**src/rtl/drcp_pkg.sv**
```systemverilog
// Shared fetch-side types for the DRCP core, plus the instruction router's
// region-table and order-tracking definitions.
package drcp_pkg;

   // Fetch request: req qualifies addr.
   typedef struct packed {
      logic        req;
      logic [31:0] addr;
   } inst_req_t;

   // Fetch response: ack qualifies error and data.
   typedef struct packed {
      logic        ack;
      logic        error;
      logic [31:0] data;
   } inst_ack_t;

   // One memory-map window: inclusive base and inclusive last address.
   typedef struct packed {
      logic [31:0] base;
      logic [31:0] limit;
   } region_cfg_t;

   // Order-FIFO ids: 0..7 are downstream regions, ERR marks a locally answered fetch.
   localparam int             INST_RT_ID_W   = 4;
   localparam logic [3:0]     INST_RT_ERR_ID = 4'hF;

   // True when addr falls inside the window (unsigned compare).
   function automatic logic region_hit(input region_cfg_t cfg, input logic [31:0] addr);
      return (addr >= cfg.base) && (addr <= cfg.limit);
   endfunction

endpackage

```
**src/rtl/drcp_inst_ord_fifo.sv**
```systemverilog
// In-order tracking FIFO for the instruction router. Each entry records which
// target owes the response and whether a flush has since killed the fetch.
module drcp_inst_ord_fifo
   import drcp_pkg::*;
#(
   parameter int MAX_OUTST = 4,
   parameter int CNT_W     = $clog2(MAX_OUTST) + 1
) (
   input  logic                    clk_i,
   input  logic                    rst_i,
   input  logic                    i_push,
   input  logic [INST_RT_ID_W-1:0] i_push_id,
   input  logic                    i_pop,
   input  logic                    i_flush_kill,
   output logic [INST_RT_ID_W-1:0] o_head_id,
   output logic                    o_head_killed,
   output logic [CNT_W-1:0]        o_count,
   output logic                    o_empty,
   output logic                    o_full
);

   localparam int PTR_W = $clog2(MAX_OUTST);

   logic [INST_RT_ID_W-1:0] r_id [MAX_OUTST];
   logic [MAX_OUTST-1:0]    r_killed;
   logic [PTR_W-1:0]        r_wr_ptr;
   logic [PTR_W-1:0]        r_rd_ptr;
   logic [CNT_W-1:0]        r_count;

   // Storage, pointers and occupancy. A flush marks every slot killed; the slot
   // written in the same cycle is overwritten with killed=0 (last NBA wins), so a
   // fetch accepted during the flush survives.
   always_ff @(posedge clk_i or posedge rst_i) begin
      if (rst_i) begin
         for (int i = 0; i < MAX_OUTST; i++) r_id[i] <= '0;
         r_killed <= '0;
         r_wr_ptr <= '0;
         r_rd_ptr <= '0;
         r_count  <= '0;
      end else begin
         if (i_flush_kill) r_killed <= '1;
         if (i_push) begin
            r_id[r_wr_ptr]     <= i_push_id;
            r_killed[r_wr_ptr] <= 1'b0;
            r_wr_ptr           <= r_wr_ptr + 1'b1;
         end
         if (i_pop) r_rd_ptr <= r_rd_ptr + 1'b1;
         case ({i_push, i_pop})
            2'b10:   r_count <= r_count + 1'b1;
            2'b01:   r_count <= r_count - 1'b1;
            default: r_count <= r_count;
         endcase
      end
   end

   // Head view and status flags.
   always_comb begin
      o_head_id     = r_id[r_rd_ptr];
      o_head_killed = r_killed[r_rd_ptr];
      o_count       = r_count;
      o_empty       = (r_count == '0);
      o_full        = (r_count == CNT_W'(MAX_OUTST));
   end

endmodule

```
**src/rtl/drcp_inst_router.sv**
```systemverilog
// Instruction-fetch router: decodes the fetch address against a region table,
// forwards the request to one target, and returns responses in accept order.
// Unmapped or misaligned fetches are answered locally with an error.
//
// Handshake: a request transfers in any cycle where up_req_i.req && up_rdy_o;
// up_rdy_o never depends on up_req_i.req. Downstream the same holds for
// dn_req_o[k].req && dn_rdy_i[k]. Responses are single-cycle pulses with no
// back-pressure: every ack presented is consumed in that cycle.
module drcp_inst_router
   import drcp_pkg::*;
#(
   parameter int                      N_REGION    = 4,
   parameter int                      MAX_OUTST   = 4,
   parameter logic [N_REGION*32-1:0]  REGION_BASE = '0,
   parameter logic [N_REGION*32-1:0]  REGION_END  = '0
) (
   input  logic                               clk_i,
   input  logic                               rst_i,
   input  inst_req_t                          up_req_i,
   output logic                               up_rdy_o,
   output inst_ack_t                          up_ack_o,
   input  logic                               flush_i,
   output inst_req_t [N_REGION-1:0]           dn_req_o,
   input  logic      [N_REGION-1:0]           dn_rdy_i,
   input  inst_ack_t [N_REGION-1:0]           dn_ack_i,
   output logic      [$clog2(MAX_OUTST):0]    outst_o,
   output logic                               proto_err_o
);

   localparam int CNT_W = $clog2(MAX_OUTST) + 1;

   logic [INST_RT_ID_W-1:0] w_sel;
   logic                    w_sel_err;
   logic                    w_dn_rdy_sel;
   logic                    w_accept;
   logic [INST_RT_ID_W-1:0] w_head_id;
   logic                    w_head_killed;
   logic                    w_head_err;
   inst_ack_t               w_head_ack;
   logic                    w_pop;
   logic                    w_unexp;
   logic [CNT_W-1:0]        w_count;
   logic                    w_empty;
   logic                    w_full;
   logic                    r_proto_err;

   // Address decode: scan from the top so the lowest matching index wins.
   always_comb begin
      w_sel = INST_RT_ERR_ID;
      for (int k = N_REGION - 1; k >= 0; k--) begin
         if (region_hit(region_cfg_t'{base:  REGION_BASE[k*32 +: 32],
                                      limit: REGION_END[k*32 +: 32]}, up_req_i.addr))
            w_sel = INST_RT_ID_W'(k);
      end
      if (up_req_i.addr[1:0] != 2'b00) w_sel = INST_RT_ERR_ID;
      w_sel_err = (w_sel == INST_RT_ERR_ID);
   end

   // Request steering: only the selected target sees the fetch; a full tracker
   // blocks everything (a pop this cycle does not free a slot until next cycle).
   always_comb begin
      dn_req_o     = '0;
      w_dn_rdy_sel = 1'b0;
      for (int k = 0; k < N_REGION; k++) begin
         if (w_sel == INST_RT_ID_W'(k)) begin
            dn_req_o[k].req  = up_req_i.req && !w_full;
            dn_req_o[k].addr = up_req_i.addr;
            w_dn_rdy_sel     = dn_rdy_i[k];
         end
      end
      up_rdy_o = !w_full && (w_sel_err || w_dn_rdy_sel);
      w_accept = up_req_i.req && up_rdy_o;
   end

   // Response return: only the head's owner may complete; error tokens complete
   // as soon as they reach the head. Killed or flush-cycle completions are dropped.
   always_comb begin
      w_head_ack = '0;
      w_unexp    = 1'b0;
      for (int k = 0; k < N_REGION; k++) begin
         if (w_head_id == INST_RT_ID_W'(k)) w_head_ack = dn_ack_i[k];
         if (dn_ack_i[k].ack && (w_empty || (w_head_id != INST_RT_ID_W'(k))))
            w_unexp = 1'b1;
      end
      w_head_err = (w_head_id == INST_RT_ERR_ID);
      w_pop      = !w_empty && (w_head_err || w_head_ack.ack);
      up_ack_o   = '0;
      if (w_pop && !w_head_killed && !flush_i) begin
         up_ack_o.ack   = 1'b1;
         up_ack_o.error = w_head_err ? 1'b1  : w_head_ack.error;
         up_ack_o.data  = w_head_err ? 32'h0 : w_head_ack.data;
      end
   end

   // Sticky protocol-error flag for acks nobody is waiting on.
   always_ff @(posedge clk_i or posedge rst_i) begin
      if (rst_i)        r_proto_err <= 1'b0;
      else if (w_unexp) r_proto_err <= 1'b1;
   end

   drcp_inst_ord_fifo #(
      .MAX_OUTST (MAX_OUTST),
      .CNT_W     (CNT_W)
   ) u_ord_fifo (
      .clk_i         (clk_i),
      .rst_i         (rst_i),
      .i_push        (w_accept),
      .i_push_id     (w_sel),
      .i_pop         (w_pop),
      .i_flush_kill  (flush_i),
      .o_head_id     (w_head_id),
      .o_head_killed (w_head_killed),
      .o_count       (w_count),
      .o_empty       (w_empty),
      .o_full        (w_full)
   );

   assign outst_o     = w_count;
   assign proto_err_o = r_proto_err;

endmodule

```
**config.mk**
```make
export PLATFORM = sky130hd
export DESIGN_NAME = drcp_inst_router
export DESIGN_NICKNAME = d
export VERILOG_FILES = /design/src/rtl/drcp_pkg.sv /design/src/rtl/drcp_inst_ord_fifo.sv /design/src/rtl/drcp_inst_router.sv
export SDC_FILE = /design/constraint.sdc
export NUM_CORES = 1
export LEC_CHECK = 0
export BUFFER_PORTS_ARGS = -buffer_cell sky130_fd_sc_hd__buf_2
export CAP_MARGIN = 20
export CORE_AREA = 2 2 133 135
export DETAILED_ROUTE_END_ITERATION = 12
export DIE_AREA = 0 0 135 137
export PLACE_DENSITY_LB_ADDON = 0.12
export SETUP_SLACK_MARGIN = 0.5
export SLEW_MARGIN = 0
export SYNTH_ARGS = -nofsm -noshare
export SYNTH_HDL_FRONTEND = slang
export SYNTH_SLANG_ARGS = --single-unit
```
**constraint.sdc**
```tcl
create_clock -name clk_i -period 6.4 [get_ports clk_i]
set_input_delay 0.64 -clock clk_i [delete_from_list [all_inputs] [get_ports clk_i]]
set_output_delay 0.64 -clock clk_i [all_outputs]
set_load 0.01 [all_outputs]
```
Yosys cells after proc, flatten, opt, wreduce, memory -nomap -nowiden
Cells that the tools add are included.
Widths: inputs -> output; s select.

storage, ports and cells
  output and inout bits = 171
  bits of input ports = 176
  bits in registers = 28
  logic and storage cells = 102

operators by class
  reduce and logical (&&, ||, !) cells = 29
  equality and inequality tests = 14
  add/subtract/negate cells = 4
  mux-type cells = 34
  bitwise logic cells = 4
  $lt $le $gt $ge = 8

operators with widths
  operator             count
  $mux 34              5
  $mux 33              4
  $ge 32x1->1 const B  1
  $le 32x1->1 const B  1
  $mux 32              1
  $mux 4               7
  $bwmux 16            1
  $eq 4x2->1 const B   4
  $logic_and 1x1->1    13
  $mux 1               11
  $bmux 4 s2           1
  $demux 4 s2          1
  $eq 4x1->1 const B   2
  $eq 4x4->1 const B   2
  $logic_not 4->1      2
  $ne 4x2->1 const B   2
  $ge 3x3->1 const B   2
  $logic_or 1x1->1     6
  $lt 2x3->1 const B   2
  $not 2->3            2
  $pmux 3 s2           1
  $add 2x1->2 const B  2
  $and 4x4->4          1
  $logic_not 1->1      4
  other kinds (14)     15

Depth between registers and ports, before layout
  word-level depth = 14
  mapped depth = 9

By module
Synthesis repeated with hierarchy kept, for this count alone.

second synthesis, totals
  cells, all modules = 408
  area total of the unflattened synthesis = 3728.6 sq um

modules (own cells, without submodules)
  module              cells each  sequential area each (sq um)  area an instance (sq um)  times used
  drcp_inst_router    323         25.0                          2486.1                    1
  drcp_inst_ord_fifo  85          675.6                         1242.4                    1

Worst setup path before layout
Ideal clock, no wire load.

  path kind = input to register
  from = input up_req_i[27] (netlist name)
  to = register u_ord_fifo.r_count[2], in the netlist u_ord_fifo.o_count[2]
  cell stages on the path = 9
  path slack = 3.787 ns
  library setup time = 0.079 ns
  data arrival time = 2.534 ns
  cell sequence = nor4_1 -> nand4_1 -> o31ai_1 -> ha_1 -> inv_1 -> fa_1 -> xor2_1 -> nor2_1 -> xor2_1

between the ends
  cells in the longest elaborated chain, start to end = 14

RTL lines
  item                                                    line                      RTL
  start, declared                                         drcp_inst_router.sv:19    input inst_req_t up_req_i,
  $ge 32x1->1 / $le 32x1->1 (equally long branches)       drcp_pkg.sv:30            return (addr >= cfg.base) && (addr <= cfg.limit);
  $logic_and 1x1->1 (*)                                   drcp_pkg.sv:30
  $mux 4 (*)                                              drcp_inst_router.sv:51    if (region_hit(region_cfg_t'{base: REGION_BASE[k*32 +: 32],
  $mux 4 (*)                                              drcp_inst_router.sv:55    if (up_req_i.addr[1:0] != 2'b00) w_sel = INST_RT_ERR_ID;
  $logic_not 4->1                                         drcp_inst_router.sv:65    if (w_sel == INST_RT_ID_W'(k)) begin
  $mux 1 (4 in series)                                    drcp_inst_router.sv:65
  $logic_or 1x1->1 (*)                                    drcp_inst_router.sv:71    up_rdy_o = !w_full && (w_sel_err || w_dn_rdy_sel);
  $logic_and 1x1->1 (*)                                   drcp_inst_router.sv:71
  $logic_and 1x1->1 (*)                                   drcp_inst_router.sv:72    w_accept = up_req_i.req && up_rdy_o;
  $eq 2x1->1 / $eq 2x2->1 (equally long branches)         drcp_inst_ord_fifo.sv:48  case ({i_push, i_pop})
  $pmux 3 s2 / $reduce_bool 2->1 (equally long branches)  --
  end signal, assigned                                    drcp_inst_ord_fifo.sv:49  2'b10: r_count <= r_count + 1'b1;
  end signal, assigned                                    drcp_inst_ord_fifo.sv:50  2'b01: r_count <= r_count - 1'b1;
  end signal, assigned                                    drcp_inst_ord_fifo.sv:51  default: r_count <= r_count;
  end, declared                                           drcp_inst_ord_fifo.sv:28  logic [CNT_W-1:0] r_count;

Mark *: on every way between the ends. The rest lies on a longest branch, timed or not.
A chain may end at the register's enable or synchronous reset.

==> results.yml <==
routing:
  drc: 0
  drt_iter0_markers: 34
  via_per_inst: 2.80
  wire_per_inst_um: 9.48
  dr_total_vias: 1654
  drt_pre_antenna_iters: 4
  antenna_left: 0
  drt-total-wl_mm: 5.59
cts:
  clock_path_buffers: 2
  clockRootBuffer: "clkbuf_16"
  cts_resized: 0
  worstSkewPairLatency_ns: 0.25
  clk_pin_slew_ns: 0.05
  cts_made_buffers: 3
  cts_tree: "done"
  post-cts-setup-buffers: 0
  cts_sinks: 16
  cts-htree-levels: 1
  hold_buffers: 0
yosys:
  synthesis.area_um2: 2140
  synth_cell_types: 28
  async_flop_share_pct: 100
  yosysWarnings: 0
  yosys.area_share.simple_pct: 17.8
  synthMuxAreaShare_pct: 3.10
  synth_top_family_by_area: "buffers and inverters"
  synth_top_area_share_pct: 46.0
  synth-xor-area-share_pct: 2.46
  syn_inst: 251
  synth-seq-cells: 16
  synth_area_leaders: "buf_4 (46%), dfrtp_1 (19%), and2_1 (9.7%), ha_1 (2.9%), nor4_1 (2.6%)"
  synth_compound_area_share_pct: 5.16
  avgSynthCellArea_um2: 8.51
  seq_area_frac_synth_pct: 18.7
  synth_edf_count: 0
  synth_top_cell_by_area: "buf_4"
  synthAdderAreaFrac_pct: 3.87
  yosys_most_used_dff: "dfrtp_1"
setup_path:
  start_kind: "register"
  reg2reg_slack_ns: 3.97
  path_buf_inv: 2
  arrival_ns: 2.39
  cp_slowest_cell: "mux4_2"
  reg2reg_from: "u_ord_fifo.o_count[0]$_DFFE_PP0P_"
  crit_path_end_kind: "output port"
  crit_path_end: "up_ack_o[19]"
  rr_worst_depth: 7
  path_depth: 6
  crit_fanout: 31
  cpLargestDelayFamily: "simple AND/OR/NAND/NOR gates"
  crit_path_max_incr_delay_ns: 0.52
  cp_data_required_time_ns: 5.76
  reg2reg_to: "u_ord_fifo.o_count[1]$_DFFE_PP0P_"
  cp-startpoint: "u_ord_fifo.r_rd_ptr[0]$_DFFE_PP0P_"
  cp_cell_sequence: "mux4_2, or3_4, nor3b_4, buf_8, and2_1, buf_2"
  critical_path_class: "reg -> out"
power:
  powerDensity_nw_per_um2: 260
  cellLeakagePower_uw: 0.00143
  vdd_drop_max_mv: 0.187
run:
  drv_cap: 0
layout:
  nFillCells: 1995
  final_cell_mix: "conb_1 (131), buf_2 (113), and2_1 (33)"
  fin_util_pct: 15.0
  layout.nets: 548
  multi_input_area_um2: 1180
  syn_to_final_growth_pct: 19.7
  final_area_um2: 2560
  final_cells: 590
  ff_latch_area_um2: 400
  insertedDiodeCount: 0
  final_common_cell: "conb_1"
  drive_above_1_share_pct: 34.0
die:
  dieHeight_um: 137
  die_area_um2: 18500
  core_area_um2: 17100
  rows: 48
  num_io_pins: 347
  die_w_um: 135
  start_util_pct: 12.5
timing:
  hold_violations: 0
  worst_pin_slew_ns: 0.709
  clock_skew_ns: 0.00613
  slew_headroom_pct: 52.6
  rsz0062_at_grt: "no"
  finalCriticalPeriod_ns: 3.03
  slew_viol_final: 0
  post-route-period-util_pct: 47.4
  max_freq_ghz: 0.330
  hold_ws_ns: 0.470
  setup_tns_ns: 0
  setup_viol: 0
place:
  place.port_buffers: 113
  routabilityCongestion: 0.672
  hpwl_mm: 4.99
  place_area_um2: 2450
  place_inst: 585
grt:
  grt_max_degree: 33
  antenna_found_initial: 0
  grt_usage_pct: 5.10
  grt_pass1_vias: 1387
  grt_overflow: 0
  grt_pass1_wl_mm: 7.29
outcome:
  status: "finished, final reports clean"
hold_path:
  hp-class: "in -> async"
worst reg2reg max path: cells and delay by family, from the launching register on:
family | cells | cell delay [ns]
flops | 1 | 0.43
fa+ha+maj | 2 | 0.70
mux | 1 | 0.15
compound gates | 2 | 0.91
simple gates | 1 | 0.09
buf+inv | 1 | 0.07
sequential cells by signal, indices dropped and copies added, names as in the netlist:
name	count
proto_err_o	1
u_ord_fifo.o_count	3
u_ord_fifo.r_id	4
u_ord_fifo.r_killed	4
u_ord_fifo.r_rd_ptr	2
u_ord_fifo.r_wr_ptr	2
layout make-up:
class                      instances  share of cell area (%)
multi-input combinational        225                    46.3
timing repair buffer             114                    22.7
sequential                        16                    15.7
tap                              225                    11.0
clock buffer                       4                    3.47
inverter                           6                   0.881
cells by family after synthesis:
logic type,count (synthesis)
compound gates,14
simple gates,64
flops,16
other cells,1
buf+inv,140
xor+xnor,6
mux,4
fa+ha+maj,6
synth_stat cells (4+ instances only):
cell type	instances
and2_1	33
buf_4	131
dfrtp_1	16
ha_1	5
inv_1	6
nand2_1	6
nand3_1	4
nor2_1	6
nor4_1	9
o22a_1	4
o2bb2ai_1	4
per-stage QoR:
step / power (µW) / setup slack (ns)
finish: 664 / 3.37
global route: 729 / 3.20
CTS: 674 / 2.64
detailed placement: 534 / 2.90
global placement: 532 / 3.06
floorplan: 493 / 3.79
power breakdown:
group / switching (µW) / internal, µW
Combinational: 178 / 152
Clock: 41.3 / 95.0
Sequential: 45.6 / 152
how the worst min path moves through the flow:
stage | slack [ns] | cells past startpoint | startpoint | to
2_1_floorplan | 0.45 | 1 | u_ord_fifo.r_id[10]$_DFFE_PP0P_ | u_ord_fifo.r_id[10]$_DFFE_PP0P_
3_3_place_gp | 0.46 | 2 | proto_err_o$_DFFE_PP0P_ | proto_err_o$_DFFE_PP0P_
3_5_place_dp | 0.47 | 2 | proto_err_o$_DFFE_PP0P_ | proto_err_o$_DFFE_PP0P_
4_1_cts | 0.48 | 2 | proto_err_o$_DFFE_PP0P_ | proto_err_o$_DFFE_PP0P_
5_1_grt | 0.51 | 1 | u_ord_fifo.r_id[14]$_DFFE_PP0P_ | u_ord_fifo.r_id[14]$_DFFE_PP0P_
6_report | 0.47 | 2 | rst_i | u_ord_fifo.o_count[0]$_DFFE_PP0P_
metal layers:
layer / track usage [%] / wire length (µm) / up-vias
met3: 0.926 / 536 / 2
met1: 6.05 / 2150 / 732
met2: 9.81 / 2900 / 143
met4: 0.521 / 4 / 0
li1: - / - / 777
met5: 0 / 0 / -
(Power assumes the default switching activity.)
